File: config.mk
export PLATFORM = sky130hd
export DESIGN_NAME = hazard_scoreboard
export DESIGN_NICKNAME = d
export VERILOG_FILES = /design/src/rtl/hazard_scoreboard_pkg.sv /design/src/rtl/hazard_scoreboard_entry.sv /design/src/rtl/hazard_scoreboard.sv
export SDC_FILE = /design/constraint.sdc
export NUM_CORES = 1
export LEC_CHECK = 0
export CAP_MARGIN = 25
export CORE_MARGIN = 2
export CORE_UTILIZATION = 60
export DETAILED_ROUTE_END_ITERATION = 8
export PLACE_DENSITY_LB_ADDON = 0.1
export SETUP_SLACK_MARGIN = 0.1
export SYNTH_ARGS = -nofsm -noshare
export SYNTH_HDL_FRONTEND = slang
export SYNTH_SLANG_ARGS = --single-unit
File: constraint.sdc
create_clock -name clk -period 23.1 [get_ports clk]
set_clock_uncertainty 0.2 [all_clocks]
set_input_delay 5.775 -clock clk [delete_from_list [all_inputs] [get_ports clk]]
set_output_delay 5.775 -clock clk [all_outputs]
set_load 0.02 [all_outputs]
File: src/rtl/hazard_scoreboard_pkg.sv
// Shared types and constants for the register hazard scoreboard: address/latency
// defaults, the per-source operand select encoding and latency normalisation.
package hazard_scoreboard_pkg;

  localparam int unsigned RegAddrWidthDef = 5;
  localparam int unsigned NumSrcDef       = 2;
  localparam int unsigned MaxLatDef       = 4;
  localparam int unsigned FlushWindowDef  = 2;

  typedef logic [RegAddrWidthDef-1:0]       reg_addr_t;
  typedef logic [$clog2(MaxLatDef+1)-1:0]   lat_t;

  // Where a source operand comes from this cycle.
  typedef enum logic [1:0] {
    FwdSelRf     = 2'd0,
    FwdSelBypass = 2'd1,
    FwdSelStall  = 2'd2
  } fwd_sel_e;

  // Zero or out-of-range latencies are treated as the slowest producer.
  function automatic int unsigned clamp_lat(input int unsigned lat, input int unsigned max_lat);
    return ((lat == 0) || (lat > max_lat)) ? max_lat : lat;
  endfunction

endpackage

File: src/rtl/hazard_scoreboard_entry.sv
// One tracked architectural register: cycles-until-bypass counter plus an age
// used to decide whether a branch flush squashes the pending write.
module hazard_scoreboard_entry #(
  parameter int unsigned MaxLat      = 4,
  parameter int unsigned FlushWindow = 2,
  localparam int unsigned CntW       = $clog2(MaxLat + 1),
  localparam int unsigned AgeW       = $clog2(FlushWindow + 1)
) (
  input  logic            clk_i,
  input  logic            rst_i,
  input  logic            load_i,
  input  logic [CntW-1:0] load_lat_i,
  input  logic            flush_i,
  output logic [CntW-1:0] cnt_o
);

  logic [CntW-1:0] cnt_d, cnt_q;
  logic [AgeW-1:0] age_d, age_q;

  always_comb begin
    cnt_d = cnt_q;
    age_d = age_q;
    if (age_q != AgeW'(FlushWindow)) begin
      age_d = age_q + AgeW'(1);
    end
    if (flush_i && (age_q < AgeW'(FlushWindow))) begin
      cnt_d = '0;
    end else if (cnt_q != '0) begin
      cnt_d = cnt_q - CntW'(1);
    end
    // A new producer overrides whatever the retiring one was doing.
    if (load_i) begin
      cnt_d = load_lat_i;
      age_d = '0;
    end
  end

  always_ff @(posedge clk_i or posedge rst_i) begin
    if (rst_i) begin
      cnt_q <= '0;
      age_q <= '0;
    end else begin
      cnt_q <= cnt_d;
      age_q <= age_d;
    end
  end

  assign cnt_o = cnt_q;

endmodule

File: src/rtl/hazard_scoreboard.sv
// Issue-stage scoreboard: tracks in-flight register writes, raises RAW/WAW stalls,
// selects bypass for operands whose producer completes this cycle.
module hazard_scoreboard
  import hazard_scoreboard_pkg::*;
#(
  parameter int unsigned REG_ADDR_WIDTH = RegAddrWidthDef,
  parameter int unsigned NUM_SRC        = NumSrcDef,
  parameter int unsigned MAX_LAT        = MaxLatDef,
  parameter int unsigned FWD_EN         = 1,
  parameter int unsigned FLUSH_WINDOW   = FlushWindowDef
) (
  input  logic                              clk,
  input  logic                              rst,
  input  logic                              issueValid,
  input  logic                              issueWEnable,
  input  logic [REG_ADDR_WIDTH-1:0]         issueRdAddr,
  input  logic [$clog2(MAX_LAT+1)-1:0]      issueLatency,
  input  logic [NUM_SRC*REG_ADDR_WIDTH-1:0] srcAddr,
  input  logic [NUM_SRC-1:0]                srcUsed,
  input  logic                              flush,
  output logic                              stall,
  output logic [NUM_SRC-1:0]                srcFwd,
  output logic [REG_ADDR_WIDTH:0]           pendingCount
);

  localparam int unsigned NumRegs   = 2 ** REG_ADDR_WIDTH;
  localparam int unsigned LatW      = $clog2(MAX_LAT + 1);
  // With a bypass, a producer one cycle from completion can feed the consumer directly.
  localparam int unsigned RawThresh = (FWD_EN != 0) ? 1 : 0;

  logic [LatW-1:0]           cnt [NumRegs];
  logic [LatW-1:0]           lat_eff;
  logic                      raw_hazard;
  logic                      waw_hazard;
  logic                      issue_accept;
  logic                      flush_eff;
  logic [REG_ADDR_WIDTH-1:0] src_addr [NUM_SRC];
  fwd_sel_e                  src_sel  [NUM_SRC];
  logic [REG_ADDR_WIDTH:0]   pend_d, pend_q;

  assign lat_eff = LatW'(clamp_lat(32'(issueLatency), MAX_LAT));

  always_comb begin
    raw_hazard = 1'b0;
    for (int i = 0; i < int'(NUM_SRC); i++) begin
      src_addr[i] = srcAddr[i*REG_ADDR_WIDTH +: REG_ADDR_WIDTH];
      src_sel[i]  = FwdSelRf;
      if (srcUsed[i] && (src_addr[i] != '0)) begin
        if (cnt[src_addr[i]] > LatW'(RawThresh)) begin
          src_sel[i] = FwdSelStall;
        end else if ((FWD_EN != 0) && (cnt[src_addr[i]] == LatW'(1))) begin
          src_sel[i] = FwdSelBypass;
        end
      end
      raw_hazard = raw_hazard | (src_sel[i] == FwdSelStall);
    end
  end

  // A younger write must not complete before an older one to the same register.
  assign waw_hazard = issueValid & issueWEnable & (issueRdAddr != '0) &
                      (cnt[issueRdAddr] > lat_eff);

  assign stall = ~rst & issueValid & ~flush & (raw_hazard | waw_hazard);

  always_comb begin
    srcFwd = '0;
    for (int i = 0; i < int'(NUM_SRC); i++) begin
      srcFwd[i] = ~stall & (src_sel[i] == FwdSelBypass);
    end
  end

  assign issue_accept = ~rst & issueValid & issueWEnable & (issueRdAddr != '0) &
                        ~stall & ~flush;
  assign flush_eff    = flush & ~rst;

  assign cnt[0] = '0;

  for (genvar r = 1; r < NumRegs; r++) begin : g_entry
    hazard_scoreboard_entry #(
      .MaxLat      (MAX_LAT),
      .FlushWindow (FLUSH_WINDOW)
    ) u_entry (
      .clk_i      (clk),
      .rst_i      (rst),
      .load_i     (issue_accept && (issueRdAddr == REG_ADDR_WIDTH'(r))),
      .load_lat_i (lat_eff),
      .flush_i    (flush_eff),
      .cnt_o      (cnt[r])
    );
  end

  always_comb begin
    pend_d = '0;
    for (int r = 1; r < int'(NumRegs); r++) begin
      if (cnt[r] != '0) begin
        pend_d = pend_d + (REG_ADDR_WIDTH+1)'(1);
      end
    end
  end

  always_ff @(posedge clk or posedge rst) begin
    if (rst) begin
      pend_q <= '0;
    end else begin
      pend_q <= pend_d;
    end
  end

  assign pendingCount = pend_q;

endmodule

==> results of run 1 <==
[synthesized netlist by cell type (9+ instances only)]
master / instances / area share [%]
nor4_1: 12 / 0.47
a31oi_1: 14 / 0.54
o21ai_0: 110 / 3.4
o221ai_1: 23 / 1.2
ha_1: 126 / 9.8
inv_1: 119 / 2.8
nor2_1: 242 / 5.6
a211oi_1: 11 / 0.51
clkbuf_1: 65 / 1.5
dfrtp_1: 161 / 25
and2_1: 9 / 0.35
nor3_1: 25 / 0.78
mux2i_1: 84 / 5.2
mux4_2: 55 / 7.7
a21oi_1: 76 / 2.4
mux2_2: 27 / 1.9
buf_1: 10 / 0.23
o22ai_1: 12 / 0.47
xor2_1: 68 / 3.7
xnor2_1: 116 / 6.3
o211ai_1: 25 / 1.2
o31ai_1: 10 / 0.47
nand3_1: 31 / 0.96
nand2b_1: 40 / 1.6
nand2_1: 144 / 3.4
nor3b_1: 10 / 0.47
nor2b_1: 33 / 1.3
[flip-flops by register name, indices dropped and copies added (netlist names)]
name	flops
g_entry.u_entry.age_q	62
pendingCount	6
g_entry.u_entry.cnt_o	93
[stage by stage]
step	cell area, sq um	cells
final	17300	2147
after global routing	17300	2147
after CTS	17300	2147
after detailed placement	16600	2116
after global placement	16600	2116
after floorplan	16100	1815
[final cells by class]
class                      count  area (sq um)
inverter                     122           464
timing repair buffer          46           428
tap                          341           427
fill                        2216          9340
sequential                   161          4030
clock buffer                  19           453
multi-input combinational   1446         11300
clock inverter                12           229
[worst paths after layout]
path	end	slack, ns
worst max-delay path	pendingCount[5]	4.41
worst min-delay path	g_entry[13].u_entry.age_q[0]	0.34
worst max register to register	pendingCount[5]	4.41
worst min register to register	g_entry[13].u_entry.age_q[0]	0.34
max in group asynchronous	g_entry[20].u_entry.age_q[1]	15.57
min in group asynchronous	g_entry[3].u_entry.cnt_o[1]	5.75
[cells by family (layout without fill, tap and decap cells)]
kind of cell	count (synthesis)	after routing	share of synthesized area (%)
buffers and inverters	208	199	5.09
DFF	161	161	25.0
and+or+nand+nor	598	598	17.3
muxes	166	166	14.8
xor gates and xnor gates	213	213	14.3
adders and majority gates	127	127	9.84
AOI/OAI and AO/OA	342	342	13.7
[critical path, delay by kind of cell, from the launching register on]
kind | cells | cell delay, ns
xor gates and xnor gates | 11 | 2.10
AOI/OAI and AO/OA | 26 | 4.60
buffers and inverters | 6 | 0.53
DFF | 1 | 0.39
adders and majority gates | 18 | 5.25
and+or+nand+nor | 26 | 4.43
muxes | 5 | 1.00
[metal layers]
layer	GRT usage (%)	up-vias
met5	0	-
met4	9.34	0
met3	4.07	69
met2	53.6	386
met1	37.5	6388
li1	-	6345
==> results.py, run 1 <==
metrics = {
    "run_status": {
        "outcome": "finished clean",
    },
    "clock_tree": {
        "cts.path.max_buffers": 2,
        "cts-buffers-inserted": 17,
        "h-tree-depth": 4,
        "clk_pin_slew_worst_paths_ns": 0.07,
        "cts_resized": 0,
        "root_buffer": "clkbuf_16",
        "insertion_delay_ns": 0.43,
        "cts_tree": "built",
        "cts_num_sinks": 161,
        "post_cts_buffers": 0,
        "holdBufCountCts": 0,
    },
    "floorplan": {
        "io_pins": 34,
        "fp.coreArea_sq_um": 26700,
        "die_h_um": 168,
        "start_util_pct": 60.5,
        "rows": 60,
        "die_x_um": 168,
        "dieArea_sq_um": 28200,
    },
    "critical_path": {
        "critPathMostFrequentCell": "ha_1",
        "path_max_fanout": 7,
        "required_ns": 23.20,
        "startpoint": "g_entry[1].u_entry.cnt_o[0]",
        "crit_arrival_ns": 18.79,
        "end_kind": "flop",
        "reg2regPathDepth": 92,
        "critPathLaunchType": "flop",
        "crit_slowest_cell": "or4b_1",
        "r2r-start": "g_entry[1].u_entry.cnt_o[0]",
        "worst-setup-path-type": "flop to flop",
        "slowest_delay_ns": 0.48,
    },
    "global_route": {
        "overflow": 0,
        "grt_pass1_vias": 13067,
        "grt_pass1_wl_mm": 67.3,
        "grt_max_degree": 97,
        "antenna_found_initial": 1,
        "track_usage_pct": 29.9,
    },
    "synthesis": {
        "avgSynthCellArea_sq_um": 8.89,
        "ys_warn_count": 0,
        "netlist_instances": 1815,
        "syn-num-nets": 1966,
        "synthesis.area_sq_um": 16100,
        "synth-seq-area-share_pct": 25.0,
        "async_flop_share_pct": 100,
        "synth_ff_type": "dfrtp_1",
        "ys_ff_latch": 161,
        "synth_edf_count": 0,
        "synth.distinct_cells": 96,
    },
    "place": {
        "place_worst_setup_slack_ns": 4.69,
        "io_buffer_count": 33,
        "dpl.hpwl_mm": 30.3,
        "routabilityCongestion": 0.941,
    },
    "detailed_routing": {
        "drcViolationCount": 0,
        "vias_per_cell": 6.14,
        "wirelength_met1_mm": 16.9,
        "vias": 13188,
        "first_iter_violations": 1176,
        "routed_wl_mm": 41.0,
        "highest_layer": "met4",
        "first_pass_iters": 5,
        "ant_nets": 0,
        "routedWlPerCell_um": 19.1,
        "wl_met3_mm": 2.26,
        "dr_wl_met2_mm": 21.0,
    },
    "finish": {
        "final_cell_mix": "nor2_1, dfrtp_1, nand2_1, ha_1, inv_1",
        "final_util_pct": 65.0,
        "finalNetCount": 1945,
        "syn2layout_area_growth_pct": 7.33,
        "final_common_cell": "nor2_1",
        "antennaDiodeCount": 0,
        "drive_gt1_share_pct": 10.1,
    },
    "worst_hold_path": {
        "hold_path.class": "flop to flop",
        "holdCritStartpoint": "g_entry[13].u_entry.age_q[0]",
        "holdPathStages": 2,
    },
    "sta": {
        "max_slew_margin_pct": 33.2,
        "hold_ws_ns": 0.339,
        "post-route-period-util_pct": 80.9,
        "worst_pin_slew_ns": 1.00,
        "drv_slew": 0,
        "period_needed_ns": 18.69,
        "setup_viol_count_final": 0,
        "finalHoldViolCount": 0,
        "rsz0062_at_grt": "no",
        "setup_ws_ns": 4.41,
        "finalSetupTns_ns": 0,
        "fmax_ghz": 0.0535,
    },
    "job": {
        "cap_violations": 0,
    },
}
Power of run 1 is not shown: default switching activity piles up to over one toggle a cycle in this logic, so the estimate is an artifact.
==> inputs of run 2 (changes only) <==
clock period = 17.2 ns   (was 23.1 ns; I/O delays follow)
==> run 2 against run 1 <==
Net effect: wire length grew 3.4%; register-to-register slack worse by 3.5 ns; core utilization rose by 2.3 points; global-route usage grew 0.46 points; worst hold slack gained 0.0043 ns; critical path depth is the same; die area unchanged.
==> results.py, run 2 (synthesis results as in run 1) <==
metrics = {
    "detailed_routing": {
        "routedWlPerCell_um": 19.3,
        "vias": 13582,
        "first_pass_iters": 5,
        "vias_per_cell": 6.20,
        "drcViolationCount": 0,
        "ant_nets": 0,
        "first_iter_violations": 991,
        "routed_wl_mm": 42.4,
    },
    "place": {
        "dpl.hpwl_mm": 30.4,
        "placed_area_sq_um": 16700,
        "routabilityCongestion": 0.964,
        "io_buffer_count": 33,
    },
    "finish": {
        "drive_gt1_share_pct": 14.7,
        "fillCellCount": 2141,
        "final_cell_mix": "nor2_1, dfrtp_1, nand2_1, ha_1, inv_1",
        "final_util_pct": 67.2,
        "final_common_cell": "nor2_1",
        "antennaDiodeCount": 0,
        "finalInstanceArea_sq_um": 17900,
        "syn2layout_area_growth_pct": 11.1,
        "largest_reg_flops": 93,
        "finalNetCount": 1989,
    },
    "floorplan": {
        "die_h_um": 168,
        "start_util_pct": 60.5,
        "rows": 60,
        "dieArea_sq_um": 28200,
        "die_x_um": 168,
        "fp.coreArea_sq_um": 26700,
        "io_pins": 34,
    },
    "clock_tree": {
        "root_buffer": "clkbuf_16",
        "holdBufCountCts": 0,
        "clk_pin_slew_worst_paths_ns": 0.07,
        "h-tree-depth": 4,
        "insertion_delay_ns": 0.43,
        "cts.path.max_buffers": 2,
        "cts_num_sinks": 161,
        "cts_tree": "built",
        "cts-buffers-inserted": 17,
    },
    "sta": {
        "post-route-period-util_pct": 94.8,
        "worst_pin_slew_ns": 0.980,
        "setup_viol_count_final": 0,
        "drv_slew": 0,
        "finalHoldViolCount": 0,
        "fmax_ghz": 0.0614,
        "max_slew_margin_pct": 34.7,
        "period_needed_ns": 16.30,
    },
    "critical_path": {
        "slowest_delay_ns": 0.53,
        "r2r-start": "g_entry[2].u_entry.cnt_o[1]",
        "critical_path_buf_inv_count": 6,
        "startpoint": "g_entry[2].u_entry.cnt_o[1]",
        "worst-setup-path-type": "flop to flop",
        "end_kind": "flop",
        "path_max_fanout": 4,
        "critical_path.top_delay_family": "adder cells",
        "crit_arrival_ns": 16.45,
        "critPathMostFrequentCell": "ha_1",
        "required_ns": 17.36,
        "critPathLaunchType": "flop",
        "crit_slowest_cell": "or4b_1",
    },
    "job": {
        "cap_violations": 0,
    },
    "global_route": {
        "grt_pass1_wl_mm": 68.3,
        "overflow": 0,
        "grt_pass1_vias": 13248,
        "track_usage_pct": 30.4,
        "antenna_found_initial": 1,
        "grt_max_degree": 101,
    },
    "run_status": {
        "outcome": "finished clean",
    },
    "worst_hold_path": {
        "holdCritStartpoint": "g_entry[25].u_entry.age_q[0]",
        "hold_path.class": "flop to flop",
    },
}
run 2: path summary, 6_finish.rpt:
| path | slack (ns) | endpoint | cells past startpoint |
|---|---|---|---|
| max | 0.90 | pendingCount[5] | 92 |
| min | 0.34 | g_entry[25].u_entry.age_q[0] | 2 |
| max reg2reg | 0.90 | pendingCount[5] | 92 |
| min reg2reg | 0.34 | g_entry[25].u_entry.age_q[0] | 2 |
| max in group asynchronous | 11.60 | g_entry[20].u_entry.cnt_o[1] | 3 |
| min in group asynchronous | 4.05 | g_entry[1].u_entry.age_q[0] | 2 |
run 2: cell type report:
| type | count | area [sq um] | share of cell area, % |
|---|---|---|---|
| flip-flops and latches | 161 | 4030 | 22.5 |
| clock inverters | 13 | 151 | 0.845 |
| multi-input cells | 1446 | 11600 | 64.9 |
| well taps | 341 | 427 | 2.38 |
| clock buffers | 19 | 443 | 2.47 |
| repair buffers | 90 | 778 | 4.35 |
| inverters | 122 | 464 | 2.59 |
run 2: tightest hold or removal path, cell delays in order (launching register included):
cell	delay (ns)
dfrtp_1	0.36
xor2_1	0.07
nor2_1	0.08
run 2: metrics by stage:
step / cells / setup TNS [ns] / hold slack [ns] / setup WS (ns)
after floorplan: 1815 / 0 / 0.301 / 0.774
after CTS: 2172 / 0 / 0.344 / 0.149
after detailed placement: 2132 / -0.441 / 0.325 / -0.441
final: 2192 / 0 / 0.343 / 0.903
after global routing: 2192 / -0.178 / 0.369 / -0.178
after global placement: 2132 / 0 / 0.319 / 0.118
run 2: what timing repair did:
item                                    CTS  global route
endpoints found under the setup margin    3             5
gates resized for setup                  13            53
buffers inserted                          8            19
pin swaps                                 3            40
run 2: per-layer routing:
metal | vias up | global-route usage, % | wire, um
met5 | - | 0 | 8
met4 | 2 | 11.5 | 1560
met3 | 99 | 4.44 | 2440
met2 | 430 | 53.5 | 21300
met1 | 6633 | 37.7 | 17100
li1 | 6418 | - | -
Power of run 2 is left out for the same reason.
==> inputs of run 3 (changes only) <==
CORE_ASPECT_RATIO = 2   (was not set)
CORE_UTILIZATION = 58   (was 60)
SKIP_LAST_GASP = 1   (was not set)
clock period = 13.5 ns   (was 17.2 ns; I/O delays follow)
==> run 3 against run 2 <==
Net effect: the run now ends with negative setup slack left; worst setup slack got worse by 3.1 ns; cell area increased by 8.1%; fmax increased by 3.5%; sequential share of layout area decreased by 1.7 points; wire length increased by 11%; non-clock buffer count increased by 161; final cell count increased by 7.8%; worst hold slack got worse by 0.0048 ns; clock-buffer cell count unchanged; first-iteration DRC count decreased by 7.1%; via count increased by 6.2%; sequential cell count unchanged; critical endpoint unchanged; highest routed layer is now met4.
==> results.py, run 3 (synthesis results as in run 1) <==
metrics = {
    "run_status": {
        "outcome": "finished with violations",
        "violations": "negative setup slack",
    },
    "finish": {
        "final_cell_mix": "nor2_1, buf_4, dfrtp_1, nand2_1, ha_1",
        "final_common_cell": "nor2_1",
        "largest_reg_flops": 93,
        "drive_gt1_share_pct": 22.9,
        "fillCellCount": 2192,
        "syn2layout_area_growth_pct": 20.0,
        "multi_input_area_sq_um": 11800,
        "finalNetCount": 2150,
        "register_area_sq_um": 4030,
        "antennaDiodeCount": 0,
    },
    "detailed_routing": {
        "vias": 14429,
        "routed_wl_mm": 47.1,
        "vias_per_cell": 6.10,
        "drcViolationCount": 0,
        "first_iter_violations": 921,
        "first_pass_iters": 6,
        "ant_nets": 0,
        "routedWlPerCell_um": 19.9,
    },
    "floorplan": {
        "io_pins": 34,
        "dieArea_sq_um": 29200,
        "rows": 86,
        "die_x_um": 122,
        "start_util_pct": 58.8,
        "die_h_um": 240,
        "fp.coreArea_sq_um": 27400,
    },
    "critical_path": {
        "critPathCapture": "pendingCount[5]",
        "reg2regPathDepth": 92,
        "critPathMostFrequentCell": "ha_1",
        "r2r-end": "pendingCount[5]",
        "required_ns": 13.68,
        "end_kind": "flop",
        "r2r-start": "g_entry[1].u_entry.cnt_o[0]",
        "slowest_delay_ns": 0.46,
        "crit_slowest_cell": "or4b_1",
        "startpoint": "g_entry[1].u_entry.cnt_o[0]",
        "worst-setup-path-type": "flop to flop",
        "critPathLaunchType": "flop",
        "crit_arrival_ns": 15.92,
        "path_max_fanout": 3,
        "rrSetupSlack_ns": -2.24,
    },
    "clock_tree": {
        "h-tree-depth": 4,
        "root_buffer": "clkbuf_16",
        "cts_tree": "built",
        "insertion_delay_ns": 0.46,
        "cts.path.max_buffers": 2,
        "cts_num_sinks": 161,
        "clk_pin_slew_worst_paths_ns": 0.07,
        "holdBufCountCts": 0,
        "cts-buffers-inserted": 17,
    },
    "place": {
        "io_buffer_count": 33,
        "dpl.hpwl_mm": 35.0,
        "routabilityCongestion": 0.928,
        "place_worst_setup_slack_ns": -2.42,
    },
    "sta": {
        "post-route-period-util_pct": 117,
        "finalHoldViolCount": 0,
        "worst_pin_slew_ns": 0.967,
        "fmax_ghz": 0.0635,
        "max_slew_margin_pct": 35.6,
        "setup_ws_ns": -2.24,
        "drv_slew": 0,
        "setup_viol_count_final": 5,
        "rsz0062_at_grt": "yes",
        "period_needed_ns": 15.74,
    },
    "worst_hold_path": {
        "hold_path.class": "flop to flop",
    },
    "global_route": {
        "antenna_found_initial": 0,
        "track_usage_pct": 33.1,
        "grt_pass1_wl_mm": 74.6,
        "grt_pass1_vias": 14787,
        "grt_max_degree": 99,
        "overflow": 0,
    },
    "job": {
        "cap_violations": 0,
    },
}
run 3: changes by cell type in the layout (fill, tap and decap cells not counted), sizes merged:
cell,change
buf,+161
bufinv,+2
clkinvlp,+2
inv,-4
run 3: metrics by stage:
| step | std cells | area [sq um] | setup TNS, ns | hold slack, ns | util (%) |
|---|---|---|---|---|---|
| finish | 2364 | 19400 | -9.16 | 0.338 | 70.6 |
| global route | 2364 | 19400 | -13.34 | 0.368 | 70.6 |
| CTS | 2348 | 19100 | -8.04 | 0.345 | 69.4 |
| detailed placement | 2288 | 18000 | -10.28 | 0.325 | 65.7 |
| floorplan | 1815 | 16300 | -5.73 | 0.301 | - |
| global placement | 2288 | 18000 | -7.77 | 0.319 | 65.7 |
run 3: worst min path at each step:
stage	from	end	slack [ns]	depth (start not counted)
floorplan	g_entry[27].u_entry.age_q[0]	g_entry[27].u_entry.age_q[0]	0.30	2
global placement	g_entry[24].u_entry.age_q[0]	g_entry[24].u_entry.age_q[0]	0.32	2
detailed placement	g_entry[23].u_entry.age_q[0]	g_entry[23].u_entry.age_q[0]	0.33	2
CTS	g_entry[23].u_entry.age_q[0]	g_entry[23].u_entry.age_q[0]	0.35	2
global route	g_entry[3].u_entry.age_q[0]	g_entry[3].u_entry.age_q[0]	0.37	2
finish	g_entry[30].u_entry.age_q[0]	g_entry[30].u_entry.age_q[0]	0.34	2
run 3: critical path: cells and delay by family, from the launching register on:
kind,cells,cell delay (ns)
AO/OA/AOI/OAI,26,3.69
XOR/XNOR,11,1.78
adder cells (fa/ha/maj),18,4.57
buffers and inverters,6,0.44
flip-flops,1,0.40
multiplexers,5,1.05
AND/OR/NAND/NOR,26,3.55
run 3: cell type report:
class                   count  area share [%]
well taps                 352            2.27
clock inverters            13           0.957
inverters                 122            2.42
clock buffers              19            2.29
multi-input cells        1446            61.0
flip-flops and latches    161            20.8
repair buffers            251            10.3
run 3: metal layers:
metal	track usage, %	routed length [um]
met1	32.6	16000
met2	62.4	26100
met3	4.29	1900
met4	22.2	3110
met5	0	0
run 3: timing repair:
item,in CTS,in global routing
setup endpoints to repair,5,5
pin swaps,49,45
gates resized for setup,35,33
buffers inserted,30,16
Power of run 3 is left out for the same reason.
